### src/rtl/ram_burst_ctrl_pkg.sv
// Shared types and constants for the RAM burst controller.
package ram_burst_pkg;

    typedef enum logic [2:0] {
        IDLE,
        WRITE,
        READ,
        DRAIN,
        DONE
    } state_t;

    // Read buffer depth; also bounds buffered plus in-flight reads
    localparam int unsigned RBUF_DEPTH = 4;

    // Cycles from the controller registering ram_rd_en to sampling ram_data_out
    localparam int unsigned RD_LATENCY = 2;

endpackage

### src/rtl/ram_burst_ctrl_if.sv
// Client + RAM-side bundle for ram_burst_ctrl.
// slave = controller view, master = client/RAM view.
interface ram_burst_ctrl_if
    import ram_burst_pkg::*;
#(
    parameter int unsigned WORDSIZE = 16,
    parameter int unsigned ADDRSIZE = 6,
    parameter int unsigned LENSIZE  = ADDRSIZE + 1
);
    logic                cmd_valid;
    logic                cmd_ready;
    logic                cmd_write;
    logic [ADDRSIZE-1:0] cmd_addr;
    logic [LENSIZE-1:0]  cmd_len;

    logic                wdata_valid;
    logic                wdata_ready;
    logic [WORDSIZE-1:0] wdata;

    logic                rdata_valid;
    logic                rdata_ready;
    logic [WORDSIZE-1:0] rdata;
    logic                rdata_last;

    logic                busy;
    logic                done;
    logic                err;

    logic                ram_cs;
    logic                ram_rd_en;
    logic                ram_wr_en;
    logic [ADDRSIZE-1:0] ram_read_addr;
    logic [ADDRSIZE-1:0] ram_write_addr;
    logic [WORDSIZE-1:0] ram_data_in;
    logic [WORDSIZE-1:0] ram_data_out;

    modport slave (
        input  cmd_valid, cmd_write, cmd_addr, cmd_len,
        input  wdata_valid, wdata, rdata_ready, ram_data_out,
        output cmd_ready, wdata_ready, rdata_valid, rdata, rdata_last,
        output busy, done, err,
        output ram_cs, ram_rd_en, ram_wr_en, ram_read_addr, ram_write_addr, ram_data_in
    );

    modport master (
        output cmd_valid, cmd_write, cmd_addr, cmd_len,
        output wdata_valid, wdata, rdata_ready, ram_data_out,
        input  cmd_ready, wdata_ready, rdata_valid, rdata, rdata_last,
        input  busy, done, err,
        input  ram_cs, ram_rd_en, ram_wr_en, ram_read_addr, ram_write_addr, ram_data_in
    );

endinterface

### src/rtl/ram_burst_ctrl_rbuf.sv
// 4-entry read buffer: stores data plus a last flag, valid/ready output side.
module ram_burst_rbuf
    import ram_burst_pkg::*;
#(
    parameter int unsigned WORDSIZE = 16
) (
    input  logic                               clk,
    input  logic                               rst,
    input  logic                               push,
    input  logic [WORDSIZE-1:0]                push_data,
    input  logic                               push_last,
    output logic                               valid,
    input  logic                               ready,
    output logic [WORDSIZE-1:0]                data,
    output logic                               last,
    output logic [$clog2(RBUF_DEPTH):0]        count
);
    localparam int unsigned PW = $clog2(RBUF_DEPTH);
    localparam int unsigned CW = PW + 1;

    logic [WORDSIZE:0] mem [RBUF_DEPTH];
    logic [PW-1:0]     wr_ptr;
    logic [PW-1:0]     rd_ptr;
    logic              pop;

    assign valid = (count != '0);
    assign pop   = valid && ready;
    // Gated so the output reads zero whenever nothing is buffered
    assign data  = valid ? mem[rd_ptr][WORDSIZE-1:0] : '0;
    assign last  = valid && mem[rd_ptr][WORDSIZE];

    // Storage write; no reset needed since valid gates the output
    always_ff @(posedge clk) begin
        if (push) mem[wr_ptr] <= {push_last, push_data};
    end

    // Pointers and occupancy
    always_ff @(posedge clk or posedge rst) begin
        if (rst) begin
            wr_ptr <= '0;
            rd_ptr <= '0;
            count  <= '0;
        end else begin
            if (push) wr_ptr <= wr_ptr + PW'(1);
            if (pop)  rd_ptr <= rd_ptr + PW'(1);
            if (push && !pop)      count <= count + CW'(1);
            else if (pop && !push) count <= count - CW'(1);
        end
    end

endmodule

### src/rtl/ram_burst_ctrl.sv
// Burst initiator for a registered-read RAM: command in, word streams out/in.
// Build option: RAM_BURST_ADDR_WRAP_EN allows bursts that run past the top
// address to wrap to 0; without it such commands are rejected with done+err.
module ram_burst_ctrl
    import ram_burst_pkg::*;
#(
    parameter int unsigned WORDSIZE = 16,
    parameter int unsigned ADDRSIZE = 6,
    parameter int unsigned LENSIZE  = ADDRSIZE + 1
) (
    input  logic clk,
    input  logic rst,
    ram_burst_ctrl_if.slave bus
);
    localparam int unsigned CW = $clog2(RBUF_DEPTH) + 1;

    state_t              state, next_state;
    logic [ADDRSIZE-1:0] addr;
    logic [LENSIZE-1:0]  remain;
    logic                err_q;

    logic                cs_q, rd_en_q, wr_en_q;
    logic [ADDRSIZE-1:0] rd_addr_q, wr_addr_q;
    logic [WORDSIZE-1:0] data_in_q;

    logic [RD_LATENCY-1:0] pend_vld, pend_last;
    logic [CW-1:0]         inflight, occ;
    logic [CW:0]           window;

    logic cmd_ready, wdata_ready, cmd_fire, wr_fire, issue, pop, out_of_range;
    logic rb_valid, rb_last;
    logic [WORDSIZE-1:0] rb_data;

`ifdef RAM_BURST_ADDR_WRAP_EN
    assign out_of_range = 1'b0;
`else
    logic [LENSIZE:0] end_sum;
    assign end_sum      = (LENSIZE+1)'(bus.cmd_addr) + {1'b0, bus.cmd_len};
    assign out_of_range = end_sum > (LENSIZE+1)'(2**ADDRSIZE);
`endif

    // Reads issued but not yet pushed into the buffer
    always_comb begin
        inflight = '0;
        for (int unsigned i = 0; i < RD_LATENCY; i++) begin
            inflight = inflight + CW'(pend_vld[i]);
        end
    end

    assign window   = (CW+1)'(occ) + (CW+1)'(inflight);
    assign pop      = rb_valid && bus.rdata_ready;
    assign cmd_fire = cmd_ready && bus.cmd_valid;

    // State register
    always_ff @(posedge clk or posedge rst) begin
        if (rst) state <= IDLE;
        else     state <= next_state;
    end

    // Next-state and handshake decode
    always_comb begin
        next_state  = state;
        cmd_ready   = 1'b0;
        wdata_ready = 1'b0;
        wr_fire     = 1'b0;
        issue       = 1'b0;
        case (state)
            IDLE: begin
                cmd_ready = 1'b1;
                if (bus.cmd_valid) begin
                    if (bus.cmd_len == '0 || out_of_range) next_state = DONE;
                    else if (bus.cmd_write)                next_state = WRITE;
                    else                                   next_state = READ;
                end
            end
            // Holding WRITE one idle cycle after the last word puts done
            // in the cycle after the final ram_wr_en cycle.
            WRITE: begin
                wdata_ready = (remain != '0);
                wr_fire     = wdata_ready && bus.wdata_valid;
                if (remain == '0) next_state = DONE;
            end
            READ: begin
                issue = (window < (CW+1)'(RBUF_DEPTH));
                if (issue && remain == LENSIZE'(1)) next_state = DRAIN;
            end
            // Leave as the final word is handed over so done follows it directly
            DRAIN: begin
                if (inflight == '0 && (occ == '0 || (occ == CW'(1) && pop)))
                    next_state = DONE;
            end
            DONE:    next_state = IDLE;
            default: next_state = IDLE;
        endcase
    end

    // Burst bookkeeping and registered RAM controls
    always_ff @(posedge clk or posedge rst) begin
        if (rst) begin
            addr      <= '0;
            remain    <= '0;
            err_q     <= 1'b0;
            cs_q      <= 1'b0;
            rd_en_q   <= 1'b0;
            wr_en_q   <= 1'b0;
            rd_addr_q <= '0;
            wr_addr_q <= '0;
            data_in_q <= '0;
            pend_vld  <= '0;
            pend_last <= '0;
        end else begin
            cs_q      <= (next_state != IDLE);
            rd_en_q   <= issue;
            wr_en_q   <= wr_fire;
            pend_vld  <= {pend_vld[RD_LATENCY-2:0], issue};
            pend_last <= {pend_last[RD_LATENCY-2:0], issue && remain == LENSIZE'(1)};
            if (cmd_fire) begin
                addr   <= bus.cmd_addr;
                remain <= bus.cmd_len;
                err_q  <= out_of_range;
            end else if (wr_fire) begin
                wr_addr_q <= addr;
                data_in_q <= bus.wdata;
                addr      <= addr + ADDRSIZE'(1);
                remain    <= remain - LENSIZE'(1);
            end else if (issue) begin
                rd_addr_q <= addr;
                addr      <= addr + ADDRSIZE'(1);
                remain    <= remain - LENSIZE'(1);
            end
        end
    end

    ram_burst_rbuf #(
        .WORDSIZE (WORDSIZE)
    ) u_rbuf (
        .clk       (clk),
        .rst       (rst),
        .push      (pend_vld[RD_LATENCY-1]),
        .push_data (bus.ram_data_out),
        .push_last (pend_last[RD_LATENCY-1]),
        .valid     (rb_valid),
        .ready     (bus.rdata_ready),
        .data      (rb_data),
        .last      (rb_last),
        .count     (occ)
    );

    assign bus.cmd_ready      = cmd_ready;
    assign bus.wdata_ready    = wdata_ready;
    assign bus.rdata_valid    = rb_valid;
    assign bus.rdata          = rb_data;
    assign bus.rdata_last     = rb_last;
    assign bus.busy           = (state != IDLE);
    assign bus.done           = (state == DONE);
    assign bus.err            = (state == DONE) && err_q;
    assign bus.ram_cs         = cs_q;
    assign bus.ram_rd_en      = rd_en_q;
    assign bus.ram_wr_en      = wr_en_q;
    assign bus.ram_read_addr  = rd_addr_q;
    assign bus.ram_write_addr = wr_addr_q;
    assign bus.ram_data_in    = data_in_q;

endmodule
### src/flat_wrapper.sv
// flat-port wrapper written by rule: the top's interface ports become plain ports
module ram_burst_ctrl_flat import ram_burst_pkg::*;
#(
    parameter int unsigned WORDSIZE = 16,
    parameter int unsigned ADDRSIZE = 6,
    parameter int unsigned LENSIZE  = ADDRSIZE + 1
)
  (clk, rst, bus_cmd_valid, bus_cmd_write, bus_cmd_addr, bus_cmd_len, bus_wdata_valid, bus_wdata, bus_rdata_ready, bus_ram_data_out, bus_cmd_ready, bus_wdata_ready, bus_rdata_valid, bus_rdata, bus_rdata_last, bus_busy, bus_done, bus_err, bus_ram_cs, bus_ram_rd_en, bus_ram_wr_en, bus_ram_read_addr, bus_ram_write_addr, bus_ram_data_in);
  ram_burst_ctrl_if #(.WORDSIZE(WORDSIZE), .ADDRSIZE(ADDRSIZE), .LENSIZE(LENSIZE)) bus_i ();
  input  logic clk;
  input  logic rst;
  input wire logic [$bits(bus_i.cmd_valid)-1:0] bus_cmd_valid;
  input wire logic [$bits(bus_i.cmd_write)-1:0] bus_cmd_write;
  input wire logic [$bits(bus_i.cmd_addr)-1:0] bus_cmd_addr;
  input wire logic [$bits(bus_i.cmd_len)-1:0] bus_cmd_len;
  input wire logic [$bits(bus_i.wdata_valid)-1:0] bus_wdata_valid;
  input wire logic [$bits(bus_i.wdata)-1:0] bus_wdata;
  input wire logic [$bits(bus_i.rdata_ready)-1:0] bus_rdata_ready;
  input wire logic [$bits(bus_i.ram_data_out)-1:0] bus_ram_data_out;
  output wire logic [$bits(bus_i.cmd_ready)-1:0] bus_cmd_ready;
  output wire logic [$bits(bus_i.wdata_ready)-1:0] bus_wdata_ready;
  output wire logic [$bits(bus_i.rdata_valid)-1:0] bus_rdata_valid;
  output wire logic [$bits(bus_i.rdata)-1:0] bus_rdata;
  output wire logic [$bits(bus_i.rdata_last)-1:0] bus_rdata_last;
  output wire logic [$bits(bus_i.busy)-1:0] bus_busy;
  output wire logic [$bits(bus_i.done)-1:0] bus_done;
  output wire logic [$bits(bus_i.err)-1:0] bus_err;
  output wire logic [$bits(bus_i.ram_cs)-1:0] bus_ram_cs;
  output wire logic [$bits(bus_i.ram_rd_en)-1:0] bus_ram_rd_en;
  output wire logic [$bits(bus_i.ram_wr_en)-1:0] bus_ram_wr_en;
  output wire logic [$bits(bus_i.ram_read_addr)-1:0] bus_ram_read_addr;
  output wire logic [$bits(bus_i.ram_write_addr)-1:0] bus_ram_write_addr;
  output wire logic [$bits(bus_i.ram_data_in)-1:0] bus_ram_data_in;
  assign bus_i.cmd_valid = bus_cmd_valid;
  assign bus_i.cmd_write = bus_cmd_write;
  assign bus_i.cmd_addr = bus_cmd_addr;
  assign bus_i.cmd_len = bus_cmd_len;
  assign bus_i.wdata_valid = bus_wdata_valid;
  assign bus_i.wdata = bus_wdata;
  assign bus_i.rdata_ready = bus_rdata_ready;
  assign bus_i.ram_data_out = bus_ram_data_out;
  assign bus_cmd_ready = bus_i.cmd_ready;
  assign bus_wdata_ready = bus_i.wdata_ready;
  assign bus_rdata_valid = bus_i.rdata_valid;
  assign bus_rdata = bus_i.rdata;
  assign bus_rdata_last = bus_i.rdata_last;
  assign bus_busy = bus_i.busy;
  assign bus_done = bus_i.done;
  assign bus_err = bus_i.err;
  assign bus_ram_cs = bus_i.ram_cs;
  assign bus_ram_rd_en = bus_i.ram_rd_en;
  assign bus_ram_wr_en = bus_i.ram_wr_en;
  assign bus_ram_read_addr = bus_i.ram_read_addr;
  assign bus_ram_write_addr = bus_i.ram_write_addr;
  assign bus_ram_data_in = bus_i.ram_data_in;
  ram_burst_ctrl #(.WORDSIZE(WORDSIZE), .ADDRSIZE(ADDRSIZE), .LENSIZE(LENSIZE)) u_core (.clk(clk), .rst(rst), .bus(bus_i));
endmodule
### config.mk
export PLATFORM = sky130hd
export DESIGN_NAME = ram_burst_ctrl_flat
export DESIGN_NICKNAME = d
export VERILOG_FILES = /design/src/rtl/ram_burst_ctrl_pkg.sv /design/src/rtl/ram_burst_ctrl_if.sv /design/src/rtl/ram_burst_ctrl_rbuf.sv /design/src/rtl/ram_burst_ctrl.sv /design/src/flat_wrapper.sv
export SDC_FILE = /design/constraint.sdc
export NUM_CORES = 1
export LEC_CHECK = 0
export ABC_AREA = 1
export ABC_CLOCK_PERIOD_IN_PS = 2000
export CORE_MARGIN = 4
export CORE_UTILIZATION = 49
export CTS_BUF_LIST = sky130_fd_sc_hd__clkbuf_2 sky130_fd_sc_hd__clkbuf_4 sky130_fd_sc_hd__clkbuf_8
export DETAILED_ROUTE_END_ITERATION = 12
export PLACE_DENSITY = 0.8
export SLEW_MARGIN = 0
export SYNTH_ARGS = -nofsm -noshare
export SYNTH_HDL_FRONTEND = slang
export SYNTH_SLANG_ARGS = --single-unit
### constraint.sdc
create_clock -name clk -period 2 [get_ports clk]
set_input_delay 0.6 -clock clk [delete_from_list [all_inputs] [get_ports clk]]
set_output_delay 0.6 -clock clk [all_outputs]
set_load 0.02 [all_outputs]
Yosys cells after proc, flatten, opt, wreduce, memory -nomap -nowiden
Memories as Yosys holds them, arrays and structs flattened.
Index checks and enable logic that the tools add are counted.

storage, ports and cells
  bits in registers = 59
  bits in writable memories = 68
  memories = 1
  output and inout bits = 54

cells by class
  bitwise logic cells = 2
  eq/ne operators = 6
  reductions and logical operators = 28
  muxes and demuxes = 22
  order comparisons = 2
  add/subtract/negate cells = 9

memories
  name               words  width  read ports  clocked after Yosys merged registers in  wr ports  line                       source
  u_core.u_rbuf.mem  4      17     1           0                                        1         ram_burst_ctrl_rbuf.sv:21  logic [WORDSIZE:0] mem [RBUF_DEPTH];

operators by type and width
  kind                                                                           count
  3-bit two-way mux                                                              7
  7-bit two-way mux                                                              3
  6-bit two-way mux                                                              3
  16-bit two-way mux                                                             1
  7-bit logical NOT                                                              2
  3-bit one-hot mux with 4 select lines                                          1
  3-bit nonzero test                                                             4
  1-bit logical AND                                                              11
  3-bit logical NOT                                                              3
  6-bit by 7-bit adder with 8-bit output                                         1
  8-bit by 7-bit > comparator with 1-bit output (second input constant)          1
  7-bit by 1-bit equality test with 1-bit output (second input constant)         1
  7-bit nonzero test                                                             1
  7-bit by 1-bit subtractor with 7-bit output (second input constant)            1
  6-bit by 1-bit adder with 6-bit output (second input constant)                 1
  3-bit by 1-bit equality test with 1-bit output (second input constant)         2
  3-bit by 2-bit equality test with 1-bit output (second input constant)         2
  1-bit two-way mux                                                              6
  2-bit by 1-bit adder with 2-bit output (second input constant)                 2
  3-bit by 3-bit adder with 4-bit output                                         1
  4-bit by 3-bit less-than comparator with 1-bit output (second input constant)  1
  3-bit by 1-bit adder with 3-bit output (second input constant)                 1
  3-bit equality test (second input constant)                                    1
  3-bit AND reduction                                                            1
  8 further kinds                                                                11

Logic depth before layout (Yosys ltp)
Gate-level depths: netlist of run 1.

  depth after elaboration = 8
  depth in mapped cells = 16
  depth with buffers taken out = 16

Hierarchy
Synthesis of run 1 repeated with hierarchy kept, for this count alone.

second synthesis, totals
  cells, all modules = 658
  area total of the unflattened synthesis = 6,123.4 µm²

modules (own cells, without submodules)
  module          area an instance (µm²)  sequential area each (µm²)  times used  cells each
  ram_burst_rbuf  3,331.9                 2,217.1                     1           320
  ram_burst_ctrl  2,791.4                 1,276.2                     1           338

Worst setup path after synthesis of run 1
Ideal clock, no wire load.

  kind = input-to-reg
  start = input bus_cmd_len[0]
  end = register u_core.cs_q (netlist: u_core.bus.ram_cs)
  arrival = 2.042 ns
  library setup time = 0.124 ns
  setup slack = -0.166 ns
  stages = 14
  cell sequence = ha_1 > inv_1 > fa_1 > nand2_1 > nor2_1 > nand3_1 > nor2_1 > nand2_1 > nand2_1 > nand3_1 > nand2_1 > nand3_1 > nor2_1 > nand2_1

on the way
  word-level cells in the longest chain between the ends = 7
  elaborated cells on any way between the ends = 8

ends and longest elaborated chain
  element                                        line                   source
  start, declared                                flat_wrapper.sv:15     input wire logic [$bits(bus_i.cmd_len)-1:0] bus_cmd_len;
  6-bit by 7-bit adder with 8-bit output         ram_burst_ctrl.sv:38   assign end_sum = (LENSIZE+1)'(bus.cmd_addr) + {1'b0, bus.cmd_len};
  8-bit by 7-bit > comparator with 1-bit output  ram_burst_ctrl.sv:39   assign out_of_range = end_sum > (LENSIZE+1)'(2**ADDRSIZE);
  1-bit logical OR (*)                           ram_burst_ctrl.sv:71   if (bus.cmd_len == '0 || out_of_range) next_state = DONE;
  3-bit two-way mux (*)                          ram_burst_ctrl.sv:71
  3-bit two-way mux (*)                          ram_burst_ctrl.sv:70   if (bus.cmd_valid) begin
  3-bit one-hot mux with 4 select lines (*)      ram_burst_ctrl.sv:67   case (state)
  named net u_core.next_state[2]                 ram_burst_ctrl.sv:17   state_t state, next_state;
  3-bit nonzero test (*)                         ram_burst_ctrl.sv:112  cs_q <= (next_state != IDLE);
  end signal, assigned                           ram_burst_ctrl.sv:112
  end, declared                                  ram_burst_ctrl.sv:22   logic cs_q, rd_en_q, wr_en_q;

The timed path passes the listed nets; every way through them passes the cells marked *.
A chain may end at the register's enable or synchronous reset.

Worst setup path after layout of run 1
  start = register u_core.u_rbuf.rd_ptr[0]
  end = output bus_rdata_last

on the way
  word-level cells in the longest chain between the ends = 2

ends and longest elaborated chain
  element                 line                       source
  start, declared         ram_burst_ctrl_rbuf.sv:23  logic [PW-1:0] rd_ptr;
  start signal, assigned  ram_burst_ctrl_rbuf.sv:45  if (pop) rd_ptr <= rd_ptr + PW'(1);
  memory read 4 x 17 bit  -
  1-bit logical AND       ram_burst_ctrl_rbuf.sv:30  assign last = valid && mem[rd_ptr][WORDSIZE];
  end, declared           flat_wrapper.sv:24         output wire logic [$bits(bus_i.rdata_last)-1:0] bus_rdata_last;

Every way passes these cells.

==> results of run 1 <==
worst max path at each step:
stage | slack, ns | startpoint | to | cells past startpoint
floorplan | -0.09 | bus_cmd_len[0] | u_core.bus.ram_cs | 14
global placement | -0.74 | bus_cmd_len[0] | u_core.bus.ram_cs | 15
detailed placement | -0.83 | bus_cmd_len[0] | u_core.bus.ram_cs | 16
CTS | -0.31 | u_core.u_rbuf.count[1] | bus_rdata[12] | 8
global route | -0.48 | u_core.u_rbuf.rd_ptr[0] | bus_rdata_last | 7
finish | -0.37 | u_core.u_rbuf.rd_ptr[0] | bus_rdata_last | 7
cell families after synthesis:
group                    after synthesis  synth area share [%]
AND/OR/NAND/NOR                      247                 18.01
AO/OA/AOI/OAI                        101                 9.392
flip-flops                           126                 60.15
adder cells (fa/ha/maj)               22                 4.869
buffers and inverters                 81                 6.075
XOR/XNOR                              10                 1.508
registers in the layout, summed over array words and instances (netlist names):
name                       cells
u_core.bus.ram_cs              1
u_core.u_rbuf.count            3
u_core.u_rbuf.rd_ptr           2
u_core.pend_vld                2
u_core.bus.ram_data_in        16
u_core.bus.ram_read_addr       6
u_core.u_rbuf.mem             68
u_core.state                   3
u_core.u_rbuf.wr_ptr           2
u_core.remain                  7
u_core.pend_last               2
u_core.addr                    6
u_core.err_q                   1
u_core.bus.ram_wr_en           1
u_core.bus.ram_write_addr      6
power by group through the flow:
stage                     Combinational (mW)  Clock [mW]  Sequential, mW
after floorplan                         3.11           0            4.22
after global placement                  5.90           0            3.89
after detailed placement                6.08           0            3.93
after CTS                               6.56        2.18            3.90
after global routing                    8.41        2.31            3.99
final                                   7.81        2.16            3.93
metal layers:
metal	vias up	GRT usage (%)	wire, um
met2	200	40.46	8476
li1	2368	-	-
met5	-	0	0
met3	46	6.478	1055
met1	2425	26.11	6372
met4	0	7.645	514
final cells by class:
cell class                      count  area, um^2  share of cell area, %
Sequential cell                   126        3496                  40.33
Inverter                           60       239.0                  2.757
Timing Repair Buffer              208        2002                  23.09
Clock buffer                       18       241.5                  2.786
Multi-Input combinational cell    382        2369                  27.32
Tap cell                          143       178.9                  2.064
Clock inverter                     14       142.6                  1.645
stage by stage:
stage,utilization [%],worst slack [ns]
final,75.27,-0.3709
after global routing,75.27,-0.4766
after CTS,71.30,-0.3082
after detailed placement,64.91,-0.8259
after global placement,64.91,-0.7364
after floorplan,-,-0.08883
cells in the final DEF (no fill, tap or decap), types with 5 or more instances in the layout:
master / instances
ha_1: 12
a21oi_2: 15
a21oi_1: 8
o21ai_0: 25
ha_4: 8
dlygate4sd2_1: 34
nand2_1: 120
clkbuf_8: 17
nand3_1: 16
edfxtp_1: 68
nor2_2: 13
o21ai_1: 32
nor2_4: 9
dfrtp_1: 56
a21oi_4: 5
xor2_1: 7
buf_4: 87
inv_2: 14
buf_6: 30
o21ai_2: 7
clkdlybuf4s50_1: 40
inv_1: 42
nor2_1: 66
timing repair:
action                     CTS  global route
buffers inserted            28             9
gates resized for setup    195           128
hold buffers                 0             0
pin swaps                   13            21
cloned                       4             8
setup endpoints to repair   57            48
==> impl_metrics.py, run 1 <==
metrics = {
    "hold_path": {
        "hp-start": "u_core.pend_last[0]",
        "min_to": "u_core.pend_last[1]",
        "min_delay_path_depth": 0,
        "hold_class": "flip-flop to flip-flop",
    },
    "global_routing": {
        "grt_start_max_net_pins": 46,
        "grt_pass1_vias": 4954,
        "grt_overflow": 0,
        "antenna_found_initial": 0,
        "grt_usage_pct": 22.64,
        "grt_pass1_wl_um": 23660,
    },
    "power_and_ir_drop": {
        "cellLeakagePower_nw": 3.907,
        "p_total_mw": 13.89,
        "sequentialPowerShare_pct": 28.3,
        "power_density_mw_per_mm2": 1602,
        "power.share.clock_pct": 15.5,
        "vdd_ir_drop_max_v": 0.0009503,
        "p_sw_share_pct": 40.98,
        "internal-power_mw": 8.196,
        "combPwrFrac_pct": 56.2,
        "switchingPower_mw": 5.690,
    },
    "status": {
        "status": "finished, violations left",
        "violations": "negative setup slack",
    },
    "job": {
        "cap_violations": 0,
    },
    "setup_path": {
        "r2r-start": "u_core.u_rbuf.count[0]",
        "path_buf_inv": 3,
        "timing.reg2reg.setup_slack_ns": -0.18,
        "r2r-end": "u_core.u_rbuf.count[2]",
        "r2r_cells": 16,
        "cp_cell_sequence": "buf_6, clkbuf_16, nor2_1, nor2_1, o21ai_1, a21oi_4, buf_6",
        "crit_path_max_incr_delay_ns": 0.43,
        "critPathCaptureType": "output port",
        "critPathTopFamily": "buffers and inverters",
        "slowest_stage": "dfrtp_2",
        "required_ns": 1.40,
        "crit_type": "flip-flop to output port",
        "worstPathArrival_ns": 1.77,
        "path_max_fanout": 5,
        "crit_path_start_kind": "flip-flop",
    },
    "logic_synthesis": {
        "synth_top_cells_by_count": "nand2_1 (123), nor2_1 (87), edfxtp_1 (68)",
        "synth_area_leaders": "edfxtp_1 (35%), dfrtp_1 (25%), nand2_1 (7.9%)",
        "synthDistinctLibCells": 39,
        "synth_seq_area_share_pct": 60.15,
        "synth_area_mm2": 0.005808,
        "synth-edff-count": 68,
        "syn_inst": 587,
        "ys_warn_count": 0,
        "synth.top_cell.area_share_pct": 35.16,
        "synth.ff_latch_count": 126,
        "syn_avg_cell_area_um2": 9.894,
        "async_reset_ff_share_pct": 46.03,
        "synth_top_area_cell": "edfxtp_1",
        "synth_fp_nets": 660,
        "yosysMostFrequentCell": "nand2_1",
        "ys.flop_type": "edfxtp_1",
    },
    "final_layout": {
        "n_fill_cell": 732,
        "nets": 868,
        "layout-drive-gt1-share_pct": 31.81,
        "antenna_cells": 0,
        "final_cell_count_no_fill": 951,
        "syn_to_final_growth_pct": 49.25,
        "stdcell_area_mm2": 0.008668,
    },
    "floorplan": {
        "dieArea_mm2": 0.01366,
        "rows": 39,
        "core_area_mm2": 0.01152,
        "die_h_um": 116.9,
        "boundaryPins": 105,
        "start_util_pct": 50.43,
        "die_w_um": 116.9,
    },
    "placed_design": {
        "gp_congestion": 0.8259,
        "numPortBuffers": 104,
        "dpl-instance-area_mm2": 0.007475,
        "place.detailed.hpwl_um": 9256,
        "place_inst": 874,
    },
    "drt": {
        "drt-total-wl_um": 16420,
        "initialDrtViolationCount": 330,
        "dr.pass1.iters": 5,
        "vias": 5039,
        "ant_nets": 0,
        "wire_per_inst_um": 17.26,
        "routed_via_density": 5.299,
        "route.detailed.drc": 0,
    },
    "sta": {
        "rsz0062_at_grt": "true",
        "finalSetupViolCount": 22,
        "slew_viol_final": 0,
        "finalHoldViolations": 0,
        "hold_slack_ns": 0.3581,
        "period_share_pct": 118.5,
        "fin_tns_setup_ns": -4.877,
        "fin_ws_ns": -0.3709,
        "slew_headroom_pct": 75.84,
        "skew_ns": 0.01479,
        "worstMarginPinSlew_ns": 0.3591,
        "min_period_ns": 2.371,
        "fmax_ghz": 0.4218,
    },
    "clock_network": {
        "cts_root_buf": "clkbuf_8",
        "htree_levels": 4,
        "clock_path_buffers": 2,
        "cts.sinks": 126,
        "clk_pin_slew_worst_paths_ns": 0.07,
        "clk_latency_ns": 0.43,
        "cts_made_buffers": 17,
        "cts_tree": "built",
    },
}
No activity file was read; power rests on OpenSTA's default activity.
==> run 2: changes to the inputs <==
- CORE_UTILIZATION: 49 -> 40
- PLACE_DENSITY: 0.8 -> 0.68
- SYNTH_HIERARCHICAL: not set -> 1
==> impl_metrics.py, run 2 <==
metrics = {
    "status": {
        "status": "finished, violations left",
        "violations": "negative setup slack",
    },
    "setup_path": {
        "crit_path_max_incr_delay_ns": 0.44,
        "critPathCaptureType": "output port",
        "timing.reg2reg.setup_slack_ns": 0.14,
        "slowest_stage": "dfrtp_2",
        "path_max_fanout": 9,
        "cp_cell_sequence": "buf_12, inv_8, nand2_1, nand3_1, a21oi_2, buf_6",
        "worstPathArrival_ns": 1.59,
        "path_buf_inv": 3,
        "required_ns": 1.40,
        "crit_path_start_kind": "flip-flop",
        "critPathTopFamily": "flip-flops",
        "crit_type": "flip-flop to output port",
        "r2r-start": "u_core/pend_vld[0]",
        "r2r_cells": 9,
        "r2r-end": "u_core/bus.ram_cs",
    },
    "sta": {
        "period_share_pct": 109.4,
        "worstMarginPinSlew_ns": 0.4403,
        "finalSetupViolCount": 18,
        "slew_viol_final": 0,
        "finalHoldViolations": 0,
        "min_period_ns": 2.189,
        "rsz0062_at_grt": "true",
        "fin_tns_setup_ns": -2.733,
        "slew_headroom_pct": 70.42,
        "fin_ws_ns": -0.1887,
        "skew_ns": 0.01053,
        "fmax_ghz": 0.4569,
        "hold_slack_ns": 0.3530,
    },
    "global_routing": {
        "antenna_found_initial": 0,
        "grt_pass1_vias": 5169,
        "grt_usage_pct": 17.36,
        "grt_overflow": 0,
        "grt_pass1_wl_um": 24500,
        "grt_start_max_net_pins": 52,
    },
    "placed_design": {
        "numPortBuffers": 104,
        "gp_congestion": 0.8815,
        "place_inst": 983,
        "dpl-instance-area_mm2": 0.007719,
        "place.detailed.hpwl_um": 9883,
    },
    "power_and_ir_drop": {
        "cellLeakagePower_nw": 4.110,
        "switchingPower_mw": 5.179,
        "power.share.clock_pct": 16.9,
        "vdd_ir_drop_max_v": 0.0006786,
        "power_density_mw_per_mm2": 1477,
        "p_sw_share_pct": 41.55,
        "sequentialPowerShare_pct": 30.7,
        "internal-power_mw": 7.286,
        "combPwrFrac_pct": 52.4,
    },
    "logic_synthesis": {
        "async_reset_ff_share_pct": 46.03,
        "synth_fp_nets": 728,
        "synth_area_leaders": "edfxtp_1 (33%), dfrtp_1 (24%), nand2_1 (12%)",
        "synth_area_mm2": 0.006123,
        "synth-edff-count": 68,
        "synth.ff_latch_count": 126,
        "yosysMostFrequentCell": "nand2_1",
        "synth_top_cells_by_count": "nand2_1 (200), inv_1 (115), edfxtp_1 (68)",
        "synthDistinctLibCells": 40,
        "syn_avg_cell_area_um2": 9.306,
        "syn_inst": 658,
        "ys.flop_type": "edfxtp_1",
        "synth.top_cell.area_share_pct": 33.35,
        "ys_warn_count": 6,
        "synth_top_area_cell": "edfxtp_1",
        "synth_seq_area_share_pct": 57.05,
    },
    "floorplan": {
        "boundaryPins": 105,
        "dieArea_mm2": 0.01735,
        "die_h_um": 131.7,
        "core_area_mm2": 0.01475,
        "die_w_um": 131.7,
        "rows": 44,
        "start_util_pct": 41.50,
    },
    "job": {
        "cap_violations": 0,
    },
    "final_layout": {
        "antenna_cells": 0,
        "final_cell_count_no_fill": 1029,
        "final_common_cell": "nand2_1",
        "largest_register_ffs": 68,
        "syn_to_final_growth_pct": 37.86,
        "regMostFlops": "u_core/u_rbuf/mem",
        "nets": 902,
        "mostFrequentLayoutCells": "nand2_1 (186), inv_1 (109), buf_4 (72), edfxtp_1 (68), dfrtp_1 (57)",
        "n_fill_cell": 1285,
        "final_util_pct": 57.22,
        "stdcell_area_mm2": 0.008442,
        "layout-drive-gt1-share_pct": 25.21,
    },
    "hold_path": {
        "min_delay_path_depth": 0,
        "hold_class": "flip-flop to flip-flop",
        "min_to": "u_core/pend_last[1]",
        "hp-start": "u_core/pend_last[0]",
    },
    "drt": {
        "route.detailed.drc": 0,
        "dr.pass1.iters": 4,
        "wire_per_inst_um": 14.39,
        "drt-total-wl_um": 14810,
        "vias": 4920,
        "routed_via_density": 4.781,
        "initialDrtViolationCount": 215,
        "ant_nets": 0,
    },
    "clock_network": {
        "cts_tree": "built",
        "cts_root_buf": "clkbuf_8",
        "clock_path_buffers": 2,
        "htree_levels": 4,
        "cts.sinks": 126,
        "clk_pin_slew_worst_paths_ns": 0.07,
        "cts_made_buffers": 17,
        "clk_latency_ns": 0.43,
    },
}
-- run 2: cell count changes after synthesis, moves of 7 or more --
cell	previous run	this run
nor2_1	87	16
clkbuf_1	9	2
inv_1	52	115
nand3_1	18	54
nand2_1	123	200
o21ai_0	56	17
-- run 2: stage by stage --
step           setup WS, ns  power [mW]
2_1_floorplan      -0.06565       7.469
3_3_place_gp        -0.7413       9.782
3_5_place_dp        -0.8166       9.974
4_1_cts             -0.1979       12.30
5_1_grt             -0.2648       13.31
6_report            -0.1887       12.46
-- run 2: routing by layer --
metal | vias to the layer above | routed length (um) | track usage, %
met5 | - | 0 | 0
met2 | 144 | 7396 | 29.94
li1 | 2450 | - | -
met3 | 17 | 914 | 5.466
met4 | 0 | 199 | 6.184
met1 | 2309 | 6296 | 20.49
-- run 2: area by class of cell --
type,count,area [um^2],area share [%]
clock buffer,17,234.0,2.772
timing repair buffer,174,1578,18.69
clock inverter,15,146.4,1.734
inverter,124,488.0,5.780
multi-input combinational,387,2243,26.57
sequential,126,3495,41.40
tap,184,230.2,2.727
timing repair inverter,2,27.53,0.3261
-- run 2: repair_timing --
| item | 4_1_cts | 5_1_grt |
|---|---|---|
| hold buffers | 0 | 0 |
| pin swaps | 14 | 19 |
| setup buffers | 7 | 3 |
| gates cloned | 3 | 1 |
| gates resized for setup | 202 | 50 |
| hold endpoints to repair | 0 | 0 |
| endpoints found under the setup margin | 70 | 40 |
-- run 2: worst register-to-register path, stage by stage, from the launching register on --
cell     delay [ns]
dfrtp_1        0.41
ha_1           0.21
ha_1           0.27
nand3_1        0.10
nand4_4        0.18
nor2_1         0.10
nor3_2         0.18
nand2_1        0.09
nor2_1         0.10
nand3_1        0.09
-- run 2: worst max-delay path by stage --
stage	from	end	slack [ns]	cells after the start
final	u_core/u_rbuf/rd_ptr[0]	bus_rdata[5]	-0.19	6
after global routing	u_core/remain[4]	bus_wdata_ready	-0.26	9
after CTS	u_core/remain[5]	bus_wdata_ready	-0.20	9
after detailed placement	bus_cmd_addr[0]	u_core/bus.ram_cs	-0.82	16
after global placement	bus_cmd_addr[0]	u_core/bus.ram_cs	-0.74	15
after floorplan	bus_cmd_addr[0]	u_core/bus.ram_cs	-0.07	14
-- run 2: logic make-up after synthesis --
| kind of cell | synth area share (%) |
|---|---|
| flip-flops | 57.05 |
| AND/OR/NAND/NOR | 21.11 |
| buffers and inverters | 10.65 |
| XOR/XNOR | 1.001 |
| adder cells (fa/ha/maj) | 4.127 |
| AO/OA/AOI/OAI | 6.069 |
-- run 2: power by group through the flow --
stage	sequential (mW)	clock [mW]	combinational [mW]
3_5_place_dp	3.86	0	6.12
2_1_floorplan	4.20	0	3.27
4_1_cts	3.82	2.17	6.31
6_report	3.83	2.11	6.53
3_3_place_gp	3.84	0	5.95
5_1_grt	3.90	2.29	7.11
==> run 3: changes to the inputs <==
- GPL_TIMING_DRIVEN: not set -> 0
==> impl_metrics.py, run 3 (synthesis gave the netlist of run 2 again) <==
metrics = {
    "sta": {
        "period_share_pct": 109.6,
        "worstMarginPinSlew_ns": 0.8700,
        "fin_ws_ns": -0.1925,
        "fmax_ghz": 0.4561,
        "slew_headroom_pct": 41.94,
        "min_period_ns": 2.193,
        "finalSetupViolCount": 18,
        "fin_tns_setup_ns": -2.724,
        "rsz0062_at_grt": "true",
        "slew_viol_final": 0,
        "finalHoldViolations": 0,
        "skew_ns": 0.009860,
    },
    "final_layout": {
        "nets": 894,
        "regMostFlops": "u_core/u_rbuf/mem",
        "layout-drive-gt1-share_pct": 26.05,
        "antenna_cells": 0,
        "register_area_mm2": 0.003498,
        "final_common_cell": "nand2_1",
        "syn_to_final_growth_pct": 38.95,
        "n_fill_cell": 1267,
        "mostFrequentLayoutCells": "nand2_1 (188), inv_1 (109), edfxtp_1 (68), dfrtp_1 (54), buf_4 (48)",
        "final_cell_count_no_fill": 1021,
        "multi_input_area_mm2": 0.002282,
        "largest_register_ffs": 68,
    },
    "global_routing": {
        "grt_pass1_wl_um": 24380,
        "grt_pass1_vias": 5102,
        "grt_start_max_net_pins": 43,
        "grt_overflow": 0,
        "antenna_found_initial": 0,
        "grt_usage_pct": 17.18,
    },
    "setup_path": {
        "worstPathArrival_ns": 1.59,
        "path_buf_inv": 3,
        "cp_cell_sequence": "buf_6, buf_6, nand2_1, nand3_2, a21oi_2, buf_6",
        "r2r-end": "u_core/bus.ram_cs",
        "r2r_cells": 9,
        "timing.reg2reg.setup_slack_ns": 0.10,
        "required_ns": 1.40,
        "slowest_stage": "dfrtp_1",
        "crit_top_cell": "buf_6",
        "path_max_fanout": 10,
        "crit_path_max_incr_delay_ns": 0.37,
        "critPathCaptureType": "output port",
        "crit_path_start_kind": "flip-flop",
        "r2r-start": "u_core/pend_vld[1]",
        "crit_type": "flip-flop to output port",
        "critPathTopFamily": "buffers and inverters",
    },
    "placed_design": {
        "place_inst": 947,
        "numPortBuffers": 104,
        "place.detailed.hpwl_um": 9981,
        "gp_congestion": 0.8610,
    },
    "floorplan": {
        "dieArea_mm2": 0.01735,
        "start_util_pct": 41.50,
        "die_w_um": 131.7,
        "rows": 44,
        "die_h_um": 131.7,
        "core_area_mm2": 0.01475,
        "boundaryPins": 105,
    },
    "clock_network": {
        "cts.sinks": 126,
        "clk_pin_slew_worst_paths_ns": 0.07,
        "htree_levels": 4,
        "clock_path_buffers": 2,
        "clk_latency_ns": 0.43,
        "cts_root_buf": "clkbuf_8",
        "cts_tree": "built",
        "cts_made_buffers": 17,
        "holdBufCountCts": 0,
    },
    "power_and_ir_drop": {
        "cellLeakagePower_nw": 4.116,
        "p_total_mw": 13.14,
        "power_density_mw_per_mm2": 1545,
        "vdd_ir_drop_max_v": 0.0009777,
    },
    "job": {
        "cap_violations": 0,
    },
    "status": {
        "status": "finished, violations left",
        "violations": "negative setup slack",
    },
    "drt": {
        "route.detailed.drc": 0,
        "initialDrtViolationCount": 375,
        "drt-total-wl_um": 15170,
        "dr.pass1.iters": 4,
        "routed_via_density": 4.853,
        "wire_per_inst_um": 14.86,
        "vias": 4955,
        "ant_nets": 0,
    },
    "hold_path": {
        "hp-start": "u_core/pend_last[0]",
        "min_to": "u_core/pend_last[1]",
        "hold_class": "flip-flop to flip-flop",
        "min_delay_path_depth": 0,
    },
}
[run 3: where the power goes]
part,internal (mW),switching (mW)
logic,3.09,3.93
clock network,1.26,0.978
registers,3.46,0.419
total,7.81,5.33
[run 3: area by class of cell]
class / count / share of cell area (%)
flip-flops and latches: 126 / 41.12
multi-input cells: 385 / 26.82
repair buffers: 147 / 15.99
inverters: 124 / 5.647
clock buffers: 20 / 3.015
plain buffers: 23 / 3.000
well taps: 184 / 2.706
clock inverters: 12 / 1.706
[run 3: repair_timing]
| action | CTS | global route |
|---|---|---|
| buffers inserted | 25 | 17 |
| pin swaps | 15 | 19 |
| setup endpoints to repair | 57 | 61 |
| gates resized for setup | 205 | 78 |
| cloned | 0 | 1 |
[run 3: how the worst max path moves through the flow]
stage / startpoint / to / slack, ns / cells past startpoint
floorplan: bus_cmd_addr[0] / u_core/bus.ram_cs / -0.07 / 14
global placement: rst / u_core/state[2] / -0.88 / 2
detailed placement: bus_cmd_addr[0] / u_core/bus.ram_cs / -0.84 / 15
CTS: u_core/u_rbuf/rd_ptr[0] / bus_rdata[12] / -0.20 / 7
global route: u_core/u_rbuf/rd_ptr[0] / bus_rdata_last / -0.30 / 7
finish: u_core/u_rbuf/rd_ptr[0] / bus_rdata[14] / -0.19 / 6
[run 3: worst reg2reg max path: stages (launching register included)]
cell and delay (ns):
dfrtp_1 0.42, ha_1 0.21, ha_1 0.27, nand3_1 0.10, nand4_4 0.17, nor2_1 0.08
nor3_1 0.23, nand2_1 0.13, nor2_2 0.09, nand3_1 0.07
[run 3: metal layers]
layer | global-route usage, % | part of all wire, %
met4 | 4.609 | 1.6
met2 | 28.62 | 48
met1 | 21.24 | 43
met5 | 0 | 0
met3 | 6.231 | 6.9
[run 3: stage by stage]
| step | utilization (%) | hold slack [ns] | setup slack, ns | area [um^2] |
|---|---|---|---|---|
| 6_report | 57.67 | 0.3424 | -0.1925 | 8508 |
| 5_1_grt | 57.67 | 0.3465 | -0.3033 | 8508 |
| 4_1_cts | 54.96 | 0.3448 | -0.1964 | 8109 |
| 3_5_place_dp | 50.39 | 0.3347 | -0.8369 | 7435 |
| 3_3_place_gp | 50.25 | 0.3340 | -0.8774 | 7415 |
| 2_1_floorplan | - | 0.3312 | -0.06565 | 6143 |
